`src/rtl/unet_accel_pkg.sv`:
```
// unet_accel_pkg: widths and int8 pixel bounds shared by transconv, conv and transconv_requant.
package unet_accel_pkg;
    localparam int ACC_W   = 20;
    localparam int PIX_W   = 8;
    localparam int SHIFT_W = 5;
    localparam int PIX_MAX = 127;
    localparam int PIX_MIN = -128;
endpackage

```
`src/rtl/sync_fifo.sv`:
```
// sync_fifo: single-clock FIFO with occupancy count and a registered, show-ahead head word.
module sync_fifo #(
    parameter int WIDTH = 8,
    parameter int DEPTH = 16,
    localparam int AW = $clog2(DEPTH)
) (
    input  logic             clk,
    input  logic             rst,
    input  logic             push,
    input  logic [WIDTH-1:0] wdata,
    input  logic             pop,
    output logic [WIDTH-1:0] rdata,
    output logic [AW:0]      count
);
    logic [WIDTH-1:0] mem [DEPTH];
    logic [AW-1:0] wptr, rptr, rptr_n;
    logic [AW:0] remain;
    assign rptr_n = rptr + AW'(pop);
    assign remain = count - (AW+1)'(pop);
    always_ff @(posedge clk) begin
        if (push) mem[wptr] <= wdata;
    end
    // rdata always holds the word at the head after this cycle; a push into an empty queue bypasses mem
    always_ff @(posedge clk or negedge rst) begin
        if (!rst) begin
            wptr  <= '0;
            rptr  <= '0;
            count <= '0;
            rdata <= '0;
        end else begin
            wptr  <= wptr + AW'(push);
            rptr  <= rptr_n;
            count <= count + (AW+1)'(push) - (AW+1)'(pop);
            rdata <= remain == '0 ? (push ? wdata : rdata) : mem[rptr_n];
        end
    end
endmodule

```
`src/rtl/transconv_requant.sv`:
```
// transconv_requant: rounding shift, optional ReLU and int8 saturation of the transconv pixel stream.
// Define REQUANT_SAT_CNT_EN to build the saturation event counter; otherwise sat_count is 0.
module transconv_requant
    import unet_accel_pkg::*;
#(
    parameter int IN_W         = ACC_W,
    parameter int OUT_W        = PIX_W,
    parameter int FRAME_WIDTH  = 8,
    parameter int FRAME_HEIGHT = 8,
    parameter int FIFO_DEPTH   = 16
) (
    input  logic                    clk,
    input  logic                    rst,
    input  logic                    in_valid,
    input  logic signed [IN_W-1:0]  in_pixel,
    output logic                    in_ready,
    input  logic [SHIFT_W-1:0]      shift,
    input  logic                    relu_en,
    output logic                    out_valid,
    input  logic                    out_ready,
    output logic signed [OUT_W-1:0] out_pixel,
    output logic                    out_last_col,
    output logic                    out_last_frame,
    output logic                    frame_done,
    output logic [15:0]             sat_count
);
    localparam int CW = $clog2(FIFO_DEPTH) + 1;
    localparam int CL = $clog2(FRAME_WIDTH);
    localparam int RL = $clog2(FRAME_HEIGHT);
    localparam logic signed [IN_W:0] HI = (IN_W+1)'(PIX_MAX);
    localparam logic signed [IN_W:0] LO = (IN_W+1)'(PIX_MIN);
    localparam logic [SHIFT_W-1:0] SMAX = SHIFT_W'(IN_W - 1);

    logic [SHIFT_W-1:0] s;
    logic signed [IN_W:0] ext, rnd, r_next, s1_r, v;
    logic signed [OUT_W-1:0] s2_pix;
    logic s1_valid, s1_relu, s2_valid, accept, pop, sat_hi, sat_lo;
    logic [CW-1:0] count;
    logic [CL-1:0] col;
    logic [RL-1:0] row;

    // one extra bit of headroom keeps the rounding add from overflowing
    always_comb begin
        s      = shift > SMAX ? SMAX : shift;
        ext    = {in_pixel[IN_W-1], in_pixel};
        rnd    = s == '0 ? '0 : (IN_W+1)'(1) << (s - 1'b1);
        r_next = (ext + rnd) >>> s;
        v      = s1_relu && s1_r[IN_W] ? '0 : s1_r;
        sat_hi = v > HI;
        sat_lo = v < LO;
    end

    assign in_ready       = rst && (32'(count) + 32'(s1_valid) + 32'(s2_valid) < FIFO_DEPTH);
    assign accept         = in_valid && in_ready;
    assign out_valid      = count != '0;
    assign pop            = out_valid && out_ready;
    assign out_last_col   = col == CL'(FRAME_WIDTH - 1);
    assign out_last_frame = out_last_col && row == RL'(FRAME_HEIGHT - 1);

    always_ff @(posedge clk or negedge rst) begin
        if (!rst) begin
            s1_valid   <= 1'b0;
            s1_r       <= '0;
            s1_relu    <= 1'b0;
            s2_valid   <= 1'b0;
            s2_pix     <= '0;
            col        <= '0;
            row        <= '0;
            frame_done <= 1'b0;
        end else begin
            s1_valid <= accept;
            if (accept) begin
                s1_r    <= r_next;
                s1_relu <= relu_en;
            end
            s2_valid <= s1_valid;
            if (s1_valid) s2_pix <= sat_hi ? OUT_W'(PIX_MAX) : sat_lo ? OUT_W'(PIX_MIN) : v[OUT_W-1:0];
            if (pop) begin
                col <= out_last_col ? '0 : col + 1'b1;
                if (out_last_col) row <= out_last_frame ? '0 : row + 1'b1;
            end
            frame_done <= pop && out_last_frame;
        end
    end

`ifdef REQUANT_SAT_CNT_EN
    always_ff @(posedge clk or negedge rst) begin
        if (!rst) sat_count <= '0;
        else if (s1_valid && (sat_hi || sat_lo) && sat_count != 16'hFFFF) sat_count <= sat_count + 1'b1;
    end
`else
    assign sat_count = '0;
`endif

    sync_fifo #(.WIDTH(OUT_W), .DEPTH(FIFO_DEPTH)) u_fifo (
        .clk   (clk),
        .rst   (rst),
        .push  (s2_valid),
        .wdata (s2_pix),
        .pop   (pop),
        .rdata (out_pixel),
        .count (count)
    );
endmodule

```
`config.mk`:
```
export PLATFORM = sky130hd
export DESIGN_NAME = transconv_requant
export DESIGN_NICKNAME = d
export VERILOG_FILES = /design/src/rtl/unet_accel_pkg.sv /design/src/rtl/sync_fifo.sv /design/src/rtl/transconv_requant.sv
export SDC_FILE = /design/constraint.sdc
export NUM_CORES = 1
export LEC_CHECK = 0
export BUFFER_PORTS_ARGS = -buffer_cell sky130_fd_sc_hd__buf_4
export CORE_MARGIN = 5
export CORE_UTILIZATION = 50
export DETAILED_ROUTE_END_ITERATION = 10
export PLACE_DENSITY_LB_ADDON = 0.12
export SYNTH_ARGS = -nofsm -noshare
export SYNTH_HDL_FRONTEND = slang
export SYNTH_SLANG_ARGS = --single-unit
```
`constraint.sdc`:
```
create_clock -name clk -period 4.2 [get_ports clk]
set_input_delay 0.21 -clock clk [delete_from_list [all_inputs] [get_ports clk]]
set_output_delay 0.21 -clock clk [all_outputs]
set_load 0.01 [all_outputs]
```
==> results.yml <==
finish:
  nets: 1033
  areaGrowthSynthToFinish_pct: 12.1
  drive_above_1_share_pct: 16.3
  insertedDiodeCount: 0
  fill_cells: 1753
grt:
  antenna_found_initial: 0
  grt_pass1_wl_mm: 40.0
  grt_max_degree: 61
  grt_pass1_vias: 7307
  track_usage_pct: 21.5
  grt-ovfl-total: 0
power_and_ir_drop:
  p_int_mw: 4.46
  power.switching_mw: 2.42
  swShare_pct: 35.2
  total_power_mw: 6.88
  pwr-share-comb_pct: 35.5
  power_density_nw_per_um2: 591
  p_leak_nw: 4.42
  seq_power_share_pct: 41.3
  clkPwrFrac_pct: 23.1
  peakVddDrop_mv: 0.369
flow_run:
  drv_cap: 0
floorplan:
  core_um2: 20400
  fp.dieH_um: 154
  die_width_um: 154
  initial_core_util_pct: 51.0
  num_rows: 52
  dieArea_um2: 23700
  io_pins: 59
timing:
  hold_violations: 11
  tightest_slew_ns: 1.16
  slew_violations: 0
  whs_ns: -0.0147
  period_share_pct: 87.7
  timing.fmax_ghz: 0.271
  rsz0062_at_grt: "false"
  maxSlewHeadroom_pct: 21.5
  skew_ns: 0.0124
  setup_tns_ns: 0
  post-route-min-period_ns: 3.68
  setup_viol: 0
critical_path:
  cp-end-kind: "flip-flop"
  required_ns: 4.48
  cp_max_fo: 15
  timing.rr.start: "u_fifo.count[2]"
  cp-start-kind: "flip-flop"
  path_class: "reg2reg"
  reg2regPathDepth: 12
  crit_start: "u_fifo.count[2]"
  cp.arrival_ns: 3.96
synthesis:
  synthCells: 918
  synth_top_area_cell: "edfxtp_1"
  synth.area.top_cells: "edfxtp_1, dfrtp_1, mux4_2"
  yosysMostFrequentCell: "nand2_1"
  ys_types: 83
  syn_area_um2: 10400
  synth_common_cells: "nand2_1, edfxtp_1, nor2_1"
  seq_area_frac_synth_pct: 51.5
  netlist.area_leader.share_pct: 37.0
  synth_flop_cell: "edfxtp_1"
  ys_ff_latch: 188
  ys_warn_count: 0
  synth.avg_cell_area_um2: 11.3
  synth_edf_count: 128
  async_reset_ff_share_pct: 31.9
clocking:
  numCtsBuffers: 17
  cts_num_sinks: 188
  ctsHtreeMaxLevel: 4
  cts_tree: "yes"
  postCtsSetupRepairBufs: 0
  cts-root-buf: "clkbuf_16"
  clk_pin_slew_ns: 0.08
  clockBufferDepth: 2
  cts_resized: 0
  cts_hold_buf: 1
  insertion_delay_ns: 0.42
detailed_routing:
  firstDrtPassIters: 6
  wl_per_cell_um: 20.3
  wirelength_mm: 25.2
  viasPerCell: 5.99
  drt_iter0_markers: 747
  drc_errors: 0
  dr_total_vias: 7448
  antenna_left: 0
place:
  place_congestion: 0.979
  placement.io_buffers: 42
  dp_hpwl_mm: 18.0
hold_path:
  holdCritPathClass: "in2async"
status:
  violations: "hold timing"
  outcome: "finished, violations left"
sequential cells by signal, summed over array words and instances, names as in the netlist:
register	flops
u_fifo.mem	128
s1_r	21
s2_pix	8
u_fifo.rdata	8
u_fifo.count	5
u_fifo.rptr	4
u_fifo.wptr	4
col	3
row	3
frame_done	1
s1_relu	1
s1_valid	1
s2_valid	1
cell type report:
cell class	instances	area, um^2	share of cell area (%)
Timing Repair Buffer	70	566	4.86
Inverter	18	67.6	0.581
Tap cell	270	338	2.90
Sequential cell	188	5350	45.9
Clock inverter	15	165	1.42
Clock buffer	17	425	3.66
Multi-Input combinational cell	666	4730	40.7
placed cells by master (no fill, tap or decap), types with 5 or more instances in the layout:
cell / netlist / final
nand2_1: 131 / 131
edfxtp_1: 128 / 128
nor2_1: 81 / 79
buf_4: 16 / 66
dfrtp_1: 60 / 60
a21oi_1: 46 / 46
o21ai_0: 39 / 39
ha_1: 40 / 39
mux4_2: 33 / 33
mux2i_1: 29 / 29
nand3_1: 25 / 25
nor3_1: 25 / 25
conb_1: 1 / 17
clkbuf_16: 0 / 17
inv_1: 15 / 15
o211ai_1: 15 / 15
xnor2_1: 14 / 14
xor2_1: 12 / 12
a21o_1: 9 / 9
nand2b_1: 8 / 8
and2_1: 7 / 7
nand4_1: 7 / 7
a211oi_1: 7 / 7
a31oi_1: 7 / 7
mux2_2: 6 / 6
clkinv_1: 3 / 5
nor2b_1: 5 / 5
o22ai_1: 5 / 5
and3_1: 5 / 5
o31ai_1: 5 / 5
a221oi_1: 5 / 5
clkinvlp_4: 0 / 5
critical path, cell delays in order (launching register included):
cell and delay [ns]:
dfrtp_1 0.45, inv_1 0.13, ha_1 0.20, or4b_2 0.62, nand2_1 0.17, inv_1 0.13, ha_2 0.62, buf_12 0.24
mux4_2 0.53, nand2_1 0.09, nand2_1 0.10, o211ai_1 0.15, o21ai_0 0.10
logic make-up (layout without fill, tap and decap cells):
family / count (synthesis) / in the layout / synth area share [%]
and+or+nand+nor: 319 / 319 / 13.8
AOI/OAI and AO/OA: 193 / 193 / 12.9
DFF: 188 / 188 / 51.5
buffers and inverters: 80 / 120 / 3.57
muxes: 68 / 68 / 10.6
adders and majority gates: 42 / 42 / 5.21
xor gates and xnor gates: 27 / 27 / 2.35
other: 1 / 17 / 0.0361
through the flow:
| stage | instance area [um^2] | util [%] | setup WS (ns) | instances | hold slack [ns] |
|---|---|---|---|---|---|
| floorplan | 10400 | - | 0.518 | 934 | -0.0856 |
| global placement | 11000 | 54.2 | 0.177 | 1211 | 0.412 |
| detailed placement | 11000 | 54.2 | 0.241 | 1211 | 0.412 |
| CTS | 11600 | 57.2 | 0.476 | 1244 | 0.00973 |
| global route | 11600 | 57.2 | 0.240 | 1244 | 0.0599 |
| finish | 11600 | 57.2 | 0.517 | 1244 | -0.0147 |
power by group through the flow:
stage / logic, mW / clock network [mW] / registers (mW)
3_3_place_gp: 2.43 / 0 / 2.87
4_1_cts: 2.48 / 1.62 / 2.85
3_5_place_dp: 2.46 / 0 / 2.89
5_1_grt: 2.73 / 1.69 / 2.90
6_report: 2.45 / 1.59 / 2.84
2_1_floorplan: 1.76 / 0 / 2.73
final timing paths:
check | end | slack (ns)
min | row[2] | -0.01
max reg2reg | u_fifo.rdata[5] | 0.52
min in group clk | col[1] | 0.13
max in group asynchronous | u_fifo.rdata[0] | 3.68
max | u_fifo.rdata[5] | 0.52
min reg2reg | col[1] | 0.48
per-layer routing:
layer / track usage [%] / part of all wire, %
met5: 0 / 0
met4: 7.40 / 2.6
met3: 2.92 / 4.9
met2: 37.1 / 50
met1: 27.9 / 42
(Power assumes the default switching activity.)
